**config.mk**
```make
export PLATFORM = sky130hd
export DESIGN_NAME = branch_target_unit
export DESIGN_NICKNAME = d
export VERILOG_FILES = /design/src/rtl/branch_target_unit.sv
export SDC_FILE = /design/constraint.sdc
export NUM_CORES = 2
export LEC_CHECK = 0
export BUFFER_PORTS_ARGS = -buffer_cell sky130_fd_sc_hd__buf_4
export CAP_MARGIN = 20
export CORE_MARGIN = 2
export CORE_UTILIZATION = 50
export DETAILED_ROUTE_END_ITERATION = 16
export PLACE_DENSITY_LB_ADDON = 0.1
export SLEW_MARGIN = 10
export SYNTH_ARGS = -nofsm -noshare
export SYNTH_HDL_FRONTEND = slang
export SYNTH_SLANG_ARGS = --single-unit
```
**constraint.sdc**
```tcl
create_clock -name clk -period 11.6 [get_ports clk]
set_input_delay 1.16 -clock clk [delete_from_list [all_inputs] [get_ports clk]]
set_output_delay 1.16 -clock clk [all_outputs]
set_load 0.01 [all_outputs]
```
**src/rtl/branch_target_unit.sv**
```systemverilog
// Branch target unit: resolves control-flow targets in Execute and predicts the next Fetch PC
// from a direct-mapped BTB with 2-bit counters plus a circular return-address stack.
module branch_target_unit #(
    parameter int DATA_WIDTH  = 32,
    parameter int BTB_ENTRIES = 16,
    parameter int RAS_DEPTH   = 4,
    parameter int CNT_WIDTH   = 16
) (
    input  logic                  clk,
    input  logic                  rst,
    input  logic [DATA_WIDTH-1:0] PCF,
    output logic                  PredTakenF,
    output logic [DATA_WIDTH-1:0] PredTargetF,
    input  logic                  ValidE,
    input  logic [DATA_WIDTH-1:0] PCE,
    input  logic [DATA_WIDTH-1:0] ImmExtE,
    input  logic [DATA_WIDTH-1:0] ALUResultE,
    input  logic                  BranchE,
    input  logic                  JumpE,
    input  logic                  JALRE,
    input  logic                  CondE,
    input  logic                  CallE,
    input  logic                  RetE,
    input  logic                  PredTakenE,
    input  logic [DATA_WIDTH-1:0] PredTargetE,
    output logic [DATA_WIDTH-1:0] PCTargetE,
    output logic                  RedirectE,
    output logic [DATA_WIDTH-1:0] RedirectPCE,
    output logic [CNT_WIDTH-1:0]  BranchCount,
    output logic [CNT_WIDTH-1:0]  MispredictCount
);
    localparam int IDX   = $clog2(BTB_ENTRIES);
    localparam int TAG_W = DATA_WIDTH - IDX - 2;
    localparam int RAS_W = $clog2(RAS_DEPTH);

    logic [BTB_ENTRIES-1:0] r_valid;
    logic [BTB_ENTRIES-1:0] r_is_ret;
    logic [BTB_ENTRIES-1:0] r_is_jump;
    logic [1:0]             r_ctr    [BTB_ENTRIES];
    logic [TAG_W-1:0]       r_tag    [BTB_ENTRIES];
    logic [DATA_WIDTH-1:0]  r_target [BTB_ENTRIES];

    logic [DATA_WIDTH-1:0]  r_ras [RAS_DEPTH];
    logic [RAS_W-1:0]       r_ras_ptr;
    logic [RAS_W:0]         r_ras_count;

    logic [CNT_WIDTH-1:0]   r_branch_cnt;
    logic [CNT_WIDTH-1:0]   r_mispred_cnt;

    logic [IDX-1:0]         w_idx_f, w_idx_e;
    logic [TAG_W-1:0]       w_tag_f, w_tag_e;
    logic                   w_hit_f, w_hit_e;
    logic [RAS_W-1:0]       w_ras_top_idx, w_ras_wr_idx;
    logic                   w_ras_empty, w_push, w_pop;
    logic                   w_taken_e;
    logic [DATA_WIDTH-1:0]  w_pc_plus4_e;

    assign w_idx_f       = PCF[IDX+1:2];
    assign w_tag_f       = PCF[DATA_WIDTH-1:IDX+2];
    assign w_hit_f       = r_valid[w_idx_f] && (r_tag[w_idx_f] == w_tag_f);
    assign w_ras_top_idx = r_ras_ptr - RAS_W'(1);
    assign w_ras_empty   = (r_ras_count == '0);

    // Fetch prediction reads registered state only, so a same-cycle update is seen next cycle.
    // NOTE: every output gets a default first so no path through the branches can infer a latch.
    always_comb begin
        PredTakenF  = 1'b0;
        PredTargetF = PCF + DATA_WIDTH'(4);
        if (w_hit_f) begin
            if (r_is_ret[w_idx_f]) begin
                if (!w_ras_empty) begin
                    PredTakenF  = 1'b1;
                    PredTargetF = r_ras[w_ras_top_idx];
                end
            end else if (r_is_jump[w_idx_f] || r_ctr[w_idx_f][1]) begin
                PredTakenF  = 1'b1;
                PredTargetF = r_target[w_idx_f];
            end
        end
    end

    assign w_pc_plus4_e = PCE + DATA_WIDTH'(4);
    assign PCTargetE    = JALRE ? (ALUResultE & ~DATA_WIDTH'(1)) : (PCE + ImmExtE);
    assign w_taken_e    = ValidE & (JumpE | JALRE | (BranchE & CondE));
    assign RedirectE    = ValidE & ((PredTakenE != w_taken_e) |
                                    (w_taken_e & (PredTargetE != PCTargetE)));
    assign RedirectPCE  = w_taken_e ? PCTargetE : w_pc_plus4_e;

    assign w_idx_e = PCE[IDX+1:2];
    assign w_tag_e = PCE[DATA_WIDTH-1:IDX+2];
    assign w_hit_e = r_valid[w_idx_e] && (r_tag[w_idx_e] == w_tag_e);

    // NOTE: only the control bits (valid, ctr, flags) are reset; tag/target storage is masked by
    // valid, so it lives in a reset-free block and can map onto plain RAM.
    always_ff @(posedge clk or posedge rst) begin
        if (rst) begin
            r_valid   <= '0;
            r_is_ret  <= '0;
            r_is_jump <= '0;
            for (int i = 0; i < BTB_ENTRIES; i++) r_ctr[i] <= 2'b00;
        end else if (w_taken_e) begin
            r_valid[w_idx_e]   <= 1'b1;
            r_is_ret[w_idx_e]  <= RetE;
            r_is_jump[w_idx_e] <= JumpE | JALRE;
            if (!w_hit_e)                    r_ctr[w_idx_e] <= 2'b10;
            else if (r_ctr[w_idx_e] != 2'b11) r_ctr[w_idx_e] <= r_ctr[w_idx_e] + 2'd1;
        end else if (ValidE && BranchE && w_hit_e && r_ctr[w_idx_e] != 2'b00) begin
            r_ctr[w_idx_e] <= r_ctr[w_idx_e] - 2'd1;
        end
    end

    // NOTE: sequential state always uses non-blocking assignments so every block samples pre-edge values.
    always_ff @(posedge clk) begin
        if (!rst && w_taken_e) begin
            r_tag[w_idx_e]    <= w_tag_e;
            r_target[w_idx_e] <= PCTargetE;
        end
    end

    // Call+return in one instruction overwrites the top in place; a pop on empty is ignored.
    assign w_push       = ValidE & CallE;
    assign w_pop        = ValidE & RetE & !w_ras_empty;
    assign w_ras_wr_idx = w_pop ? w_ras_top_idx : r_ras_ptr;

    always_ff @(posedge clk or posedge rst) begin
        if (rst) begin
            r_ras_ptr   <= '0;
            r_ras_count <= '0;
        end else if (w_push && !w_pop) begin
            r_ras_ptr <= r_ras_ptr + RAS_W'(1);
            if (r_ras_count != (RAS_W+1)'(RAS_DEPTH)) r_ras_count <= r_ras_count + (RAS_W+1)'(1);
        end else if (w_pop && !w_push) begin
            r_ras_ptr   <= w_ras_top_idx;
            r_ras_count <= r_ras_count - (RAS_W+1)'(1);
        end
    end

    always_ff @(posedge clk) begin
        if (!rst && w_push) r_ras[w_ras_wr_idx] <= w_pc_plus4_e;
    end

    always_ff @(posedge clk or posedge rst) begin
        if (rst) begin
            r_branch_cnt  <= '0;
            r_mispred_cnt <= '0;
        end else begin
            if (ValidE && (BranchE || JumpE || JALRE) && r_branch_cnt != '1)
                r_branch_cnt <= r_branch_cnt + CNT_WIDTH'(1);
            if (RedirectE && r_mispred_cnt != '1)
                r_mispred_cnt <= r_mispred_cnt + CNT_WIDTH'(1);
        end
    end

    assign BranchCount     = r_branch_cnt;
    assign MispredictCount = r_mispred_cnt;
endmodule
```
## Word level (Yosys, flattened, before mapping)

Memories as Yosys holds them, arrays and structs flattened.
Cells that the tools add are included.

| storage, ports and cells | value |
|---|---|
| flip-flop bits (word level) | 117 |
| RAM bits | 1,056 |
| input bits | 170 |
| output and inout bits | 130 |
| logic and storage cells | 142 |
| memories | 3 |

| cells by class | value |
|---|---|
| add/sub/neg operators | 11 |
| $lt $le $gt $ge | 6 |
| equal/unequal tests | 10 |
| multiplexer cells | 46 |
| bitwise gates (word level) | 16 |
| reductions and logical operators | 27 |

Memory list:

| memory | depth | bits a word | read ports | clocked after memory_dff | write ports | line | text |
|---|---|---|---|---|---|---|---|
| r_target | 16 | 32 | 1 | 0 | 1 | 41 | `logic [DATA_WIDTH-1:0] r_target [BTB_ENTRIES];` |
| r_tag | 16 | 26 | 2 | 0 | 1 | 40 | `logic [TAG_W-1:0] r_tag [BTB_ENTRIES];` |
| r_ras | 4 | 32 | 1 | 0 | 1 | 43 | `logic [DATA_WIDTH-1:0] r_ras [RAS_DEPTH];` |

Operators with widths:

| cell | number |
|---|---|
| $mux W32 | 10 |
| $add A32 B3 Y32 const B | 2 |
| $bwmux W32 | 2 |
| $eq A26 B26 Y1 | 2 |
| $add A16 B1 Y16 const B | 2 |
| $add A32 B32 Y32 | 1 |
| $bwmux W16 | 2 |
| $ne A16 B16 Y1 const B | 2 |
| $ne A32 B32 Y1 | 1 |
| $or A16 B16 Y16 | 2 |
| $and A16 B16 Y16 | 1 |
| $bmux W1 S4 | 4 |
| $bmux W2 S4 | 2 |
| $mux W2 | 8 |
| $not A16 Y16 | 1 |
| $logic_and A1 B1 Y1 | 14 |
| $mux W1 | 13 |
| $ge A5 B5 Y1 const B | 2 |
| $lt A4 B5 Y1 const B | 2 |
| $not A4 Y5 | 2 |
| $mux W3 | 3 |
| $demux W2 S4 | 1 |
| $and A1 B1 Y1 | 7 |
| $reduce_bool A2 Y1 | 3 |
| 17 further kinds | 27 |

## Depth between registers and ports, before layout

| logic depth | value |
|---|---|
| depth in word-level cells | 9 |
| mapped depth | 15 |
| gate-level depth less buffers | 13 |

## Worst setup path before layout

No wires, ideal clock.

| timing | value |
|---|---|
| path type | input port to output port |
| from | input PCE[0] |
| to | output RedirectE |
| data arrival time | 5.152 ns |
| data required time | 10.440 ns |
| setup slack | 5.288 ns |
| stages | 12 |
| buffers on the path | 1 |
| cells stage by stage | ha_1 fa_1 a21oi_1 o311ai_0 xor2_1 nor2_1 nand4_1 a2111oi_0 nand4_1 a2111oi_4 buf_6 nor2_1 |

| between the ends | value |
|---|---|
| word-level cells in the longest chain between the ends | 6 |

RTL lines:

| element | line | text |
|---|---|---|
| start, declared | 15 | `input logic [DATA_WIDTH-1:0] PCE,` |
| $add A32 B32 Y32 | 83 | `assign PCTargetE = JALRE ? (ALUResultE & ~DATA_WIDTH'(1)) : (PCE + ImmExtE);` |
| $mux W32 | 83 |  |
| via PCTargetE[4] | 26 | `output logic [DATA_WIDTH-1:0] PCTargetE,` |
| $ne A32 B32 Y1 | 86 | `(w_taken_e & (PredTargetE != PCTargetE)));` |
| $and A1 B1 Y1 | 86 |  |
| $or A1 B1 Y1 | 85 | `assign RedirectE = ValidE & ((PredTakenE != w_taken_e) \|` |
| $and A1 B1 Y1 | 85 |  |
| end, declared | 27 | `output logic RedirectE,` |

The timed path passes the listed nets, and every way through them passes these cells.

## Worst setup path after layout

| timing | value |
|---|---|
| from | input PCF[5] |
| to | output PredTargetF[6] |

| between the ends | value |
|---|---|
| word-level cells in the longest chain between the ends | 8 |
| elaborated cells between the ends (all ways) | 20 |
| those cells by class | 1 x add/sub; 1 x eq/ne; 13 x mux; 1 x bitwise; 2 x reduce/logical; 2 x memory |

RTL lines:

| element | line | text |
|---|---|---|
| start, declared | 11 | `input logic [DATA_WIDTH-1:0] PCF,` |
| branches (longest 7 deep; another with $add A32 B3 Y32) | -- |  |
| $mux W32 (*) | 69 | `if (w_hit_f) begin` |
| end, declared | 13 | `output logic [DATA_WIDTH-1:0] PredTargetF,` |

Every way passes the cells marked *. The select of a mux whose other input is x is not followed.

==> key figures <==
Setup path
  • Crit-path max cell delay: roughly 0.71 ns
  • Slowest-stage cell, CP: buf_4
  • Cell Chain, Critical Path: buf_4 -> inv_4 -> buf_4 -> mux4_2 -> xnor2_1 -> nand4_1 -> nor4_1 -> nand3_2 -> a211oi_4 -> buf_4 -> inv_1 -> a21oi_1 -> buf_4
  • R2R cell count: 9
  • CP Depth: 13
  • R2R setup slack: about 7 ns
  • CP most frequent cell: buf_4
  • Family with the most delay on the worst path: buffers and inverters
  • Setup crit end kind: output pin
  • Crit path max fanout: 36
  • CP required: 10.44 ns
  • WP data arrival: 6.32 ns
  • WS Path Type: input port to output pin
  • Worst path bufs/invs: 6
  • Worst Setup Start Kind: input port

Detailed routing
  • # DRC: 0
  • First-pass detailed-route iteration total: 5
  • Vias: roughly 34000
  • DRT iter0 DRCs: between 4000 and 5000
  • Antenna Violating Nets Remaining: 0
  • Total wire length: 178000 µm
  • Vias per inst: between 6 and 7
  • Routed length per instance: between 30 and 40 µm

Synthesis
  • FF+latch count, synth: between 1000 and 1500
  • Netlist Area Pre-Place: 54500 µm²
  • Ys async rst share: under 10%
  • Main synth FF type: edfxtp_1
  • Cell variety after synth: 82
  • YS warnings: 0
  • Post-Syn Nets: about 3400
  • Post-synthesis sequential area ratio: around 64%
  • Number of synthesized flops with an enable pin: 1056
  • Avg Cell Area, Syn: roughly 17 µm²
  • Cells after Synth: 3199

Clock network
  • Post-CTS Setup Inserts: 0
  • Skew-Pair Late Insertion Delay: around 0.73 ns
  • Clock H-tree levels: 4
  • Cts hold-fix bufs: 0
  • CTS sink cnt: between 1000 and 1500
  • Root Buffer: clkbuf_16
  • Total CTS buffers: 130
  • Clock slew at reported path FFs: about 0.060 ns
  • CTS tree: done
  • Post-cts resize count: 0
  • CTS max path bufs: 3

Global route
  • Met2 Use GR: 50.4%
  • Gr usage total: 32.1%
  • Busiest layer in global routing: met2
  • Vias in the first global route: ~34000
  • Grt met1 use: 44.5%
  • Grt total ovfl: 0
  • Antenna violations before repair: 7
  • Largest net degree at the start of global routing: 80
  • First-pass GRT wire length: approximately 250000 µm
  • Met3 Resource Use GR: between 7 and 8%

Floorplanning
  • I/O pins: 300
  • Full die area: ~110000 µm²
  • Initial Util: around half
  • Die Y-Extent: ~330 µm
  • Core footprint: around 110000 µm²
  • Die width: between 300 and 400 µm
  • Rows: ~120

Placement
  • Pre-CTS setup slack: 4.16 ns
  • Post-DP HPWL: between 100000 and 150000 µm
  • Buffers on Ports: between 200 and 300
  • GP Congestion: ~0.94

Finish
  • Commonest non-fill, non-tap cells in the layout: edfxtp_1, mux4_2, buf_4
  • Layout cells sized above 1: between 30% and 40%
  • Nets: about 3700
  • Commonest non-fill, non-tap cell in the layout: edfxtp_1
  • Layout area overhead: 15.1%

STA
  • Fmax: roughly 130 MHz
  • Post-route clock period utilization: about 64%
  • Setup_tns: 0 ns
  • Slew margin rel.: 23.1%
  • Final setup violating endpoints: 0
  • Clock skew: ~0.016 ns
  • Worst slew pin tran: 1.15 ns
  • Final Hold Viols: 0
  • Count of pins over their slew limit: 0
  • Fin Hold WS: roughly 0.48 ns
  • RSZ-0062 raised after global routing: false
  • Min Clock Period, post-route: 7.48 ns
  • Final WS setup: roughly 4.1 ns

Pwr
  • Net Sw Frac: a little over a quarter
  • Clock power frac: between 30 and 40%
  • Switch Pwr: 2.80 mW
  • Internal: slightly below 8 mW
  • Peak VDD IR: 165 µV
  • Flop pwr share: 46.8%
  • Comb pwr share: 15.9%
  • Pwr Density: 169 nW/µm²
  • Leak Pwr: 21.0 nW

Flow run
  • Maxcap violations: 0

Worst hold path
  • Hold Path Class: flip-flop to flip-flop
  • WHS Path Cells: 2

Status
  • Status: finished, final reports clean
## layer usage
layer | routed length [µm] | share of wire (%)
met5 | 73 | 0.041
met4 | 6150 | 3.4
met3 | 18200 | 10
met2 | 84200 | 47
met1 | 69500 | 39
## metrics by stage
step	total power, mW	cell area (µm²)	utilization, %	std cells
final	10.6	62700	57.8	5045
after floorplan	6.00	54500	-	3199
after detailed placement	6.71	58600	54.1	4809
after global routing	10.9	62700	57.8	5043
after global placement	6.66	58600	54.1	4807
after CTS	10.6	62700	57.8	5041
## tightest hold or removal path, cell delays in order (launching register included)
cell and delay (ns):
dfrtp_1 0.34, nand2_1 0.05, o21ai_0 0.06
## power groups by stage
stage	sequential (mW)	combinational, mW	clock (mW)
after floorplan	5.02	0.981	0
after global placement	5.01	1.65	0
after detailed placement	5.03	1.68	0
after CTS	4.95	1.68	3.99
after global routing	4.97	1.78	4.16
final	4.95	1.69	3.94
## layout make-up
| cell class | count | area, µm² |
|---|---|---|
| clock buffer | 169 | 3530 |
| inverter | 28 | 110 |
| tap | 1414 | 1770 |
| antenna | 2 | 5.00 |
| multi-input combinational | 1801 | 19100 |
| clock inverter | 63 | 488 |
| timing repair buffer | 395 | 3000 |
| sequential | 1173 | 34600 |
| fill | 8229 | 45700 |
## final timing paths
check | from | end
max in group asynchronous | rst | BranchCount[15]
min in group asynchronous | rst | r_is_ret[12]
hold reg to reg | r_is_jump[11] | r_is_jump[11]
setup / recovery | PCF[5] | PredTargetF[6]
setup reg to reg | r_tag[15][2] | r_ctr[20]
hold / removal | r_is_jump[11] | r_is_jump[11]
## cell usage after synthesis (all sizes together), types with 22 or more instances
cell type | number | area, µm²
ha | 42 | 526
nand2 | 156 | 586
inv | 27 | 101
xor2 | 80 | 701
o22ai | 22 | 138
nand2b | 22 | 138
buf | 87 | 430
a22oi | 26 | 195
o21ai | 85 | 433
dfrtp | 117 | 2930
mux2 | 54 | 612
mux4 | 415 | 9350
nor3 | 32 | 165
a21oi | 76 | 384
nor2 | 162 | 608
nand4 | 42 | 263
nand3 | 62 | 310
edfxtp | 1056 | 31700
and3 | 26 | 163
a221oi | 42 | 368
mux2i | 89 | 891
xnor2 | 120 | 1050
clkbuf | 110 | 413
## kinds of logic after synthesis
| group | count (synthesis) | share of synthesized area, % |
|---|---|---|
| buffers and inverters | 225 | 1.74 |
| adders and majority gates | 44 | 1.04 |
| AOI/OAI and AO/OA | 399 | 5.12 |
| xor gates and xnor gates | 200 | 3.21 |
| DFF | 1173 | 63.6 |
| and+or+nand+nor | 600 | 5.40 |
| muxes | 558 | 19.9 |
## sequential cells by signal, summed over array words and instances (netlist names)
register         cells
BranchCount         16
MispredictCount     16
r_ctr               32
r_is_jump           16
r_is_ret            16
r_ras              128
r_ras_count          3
r_ras_ptr            2
r_tag              416
r_target           512
r_valid             16
Power figures use the tool's default switching activity.
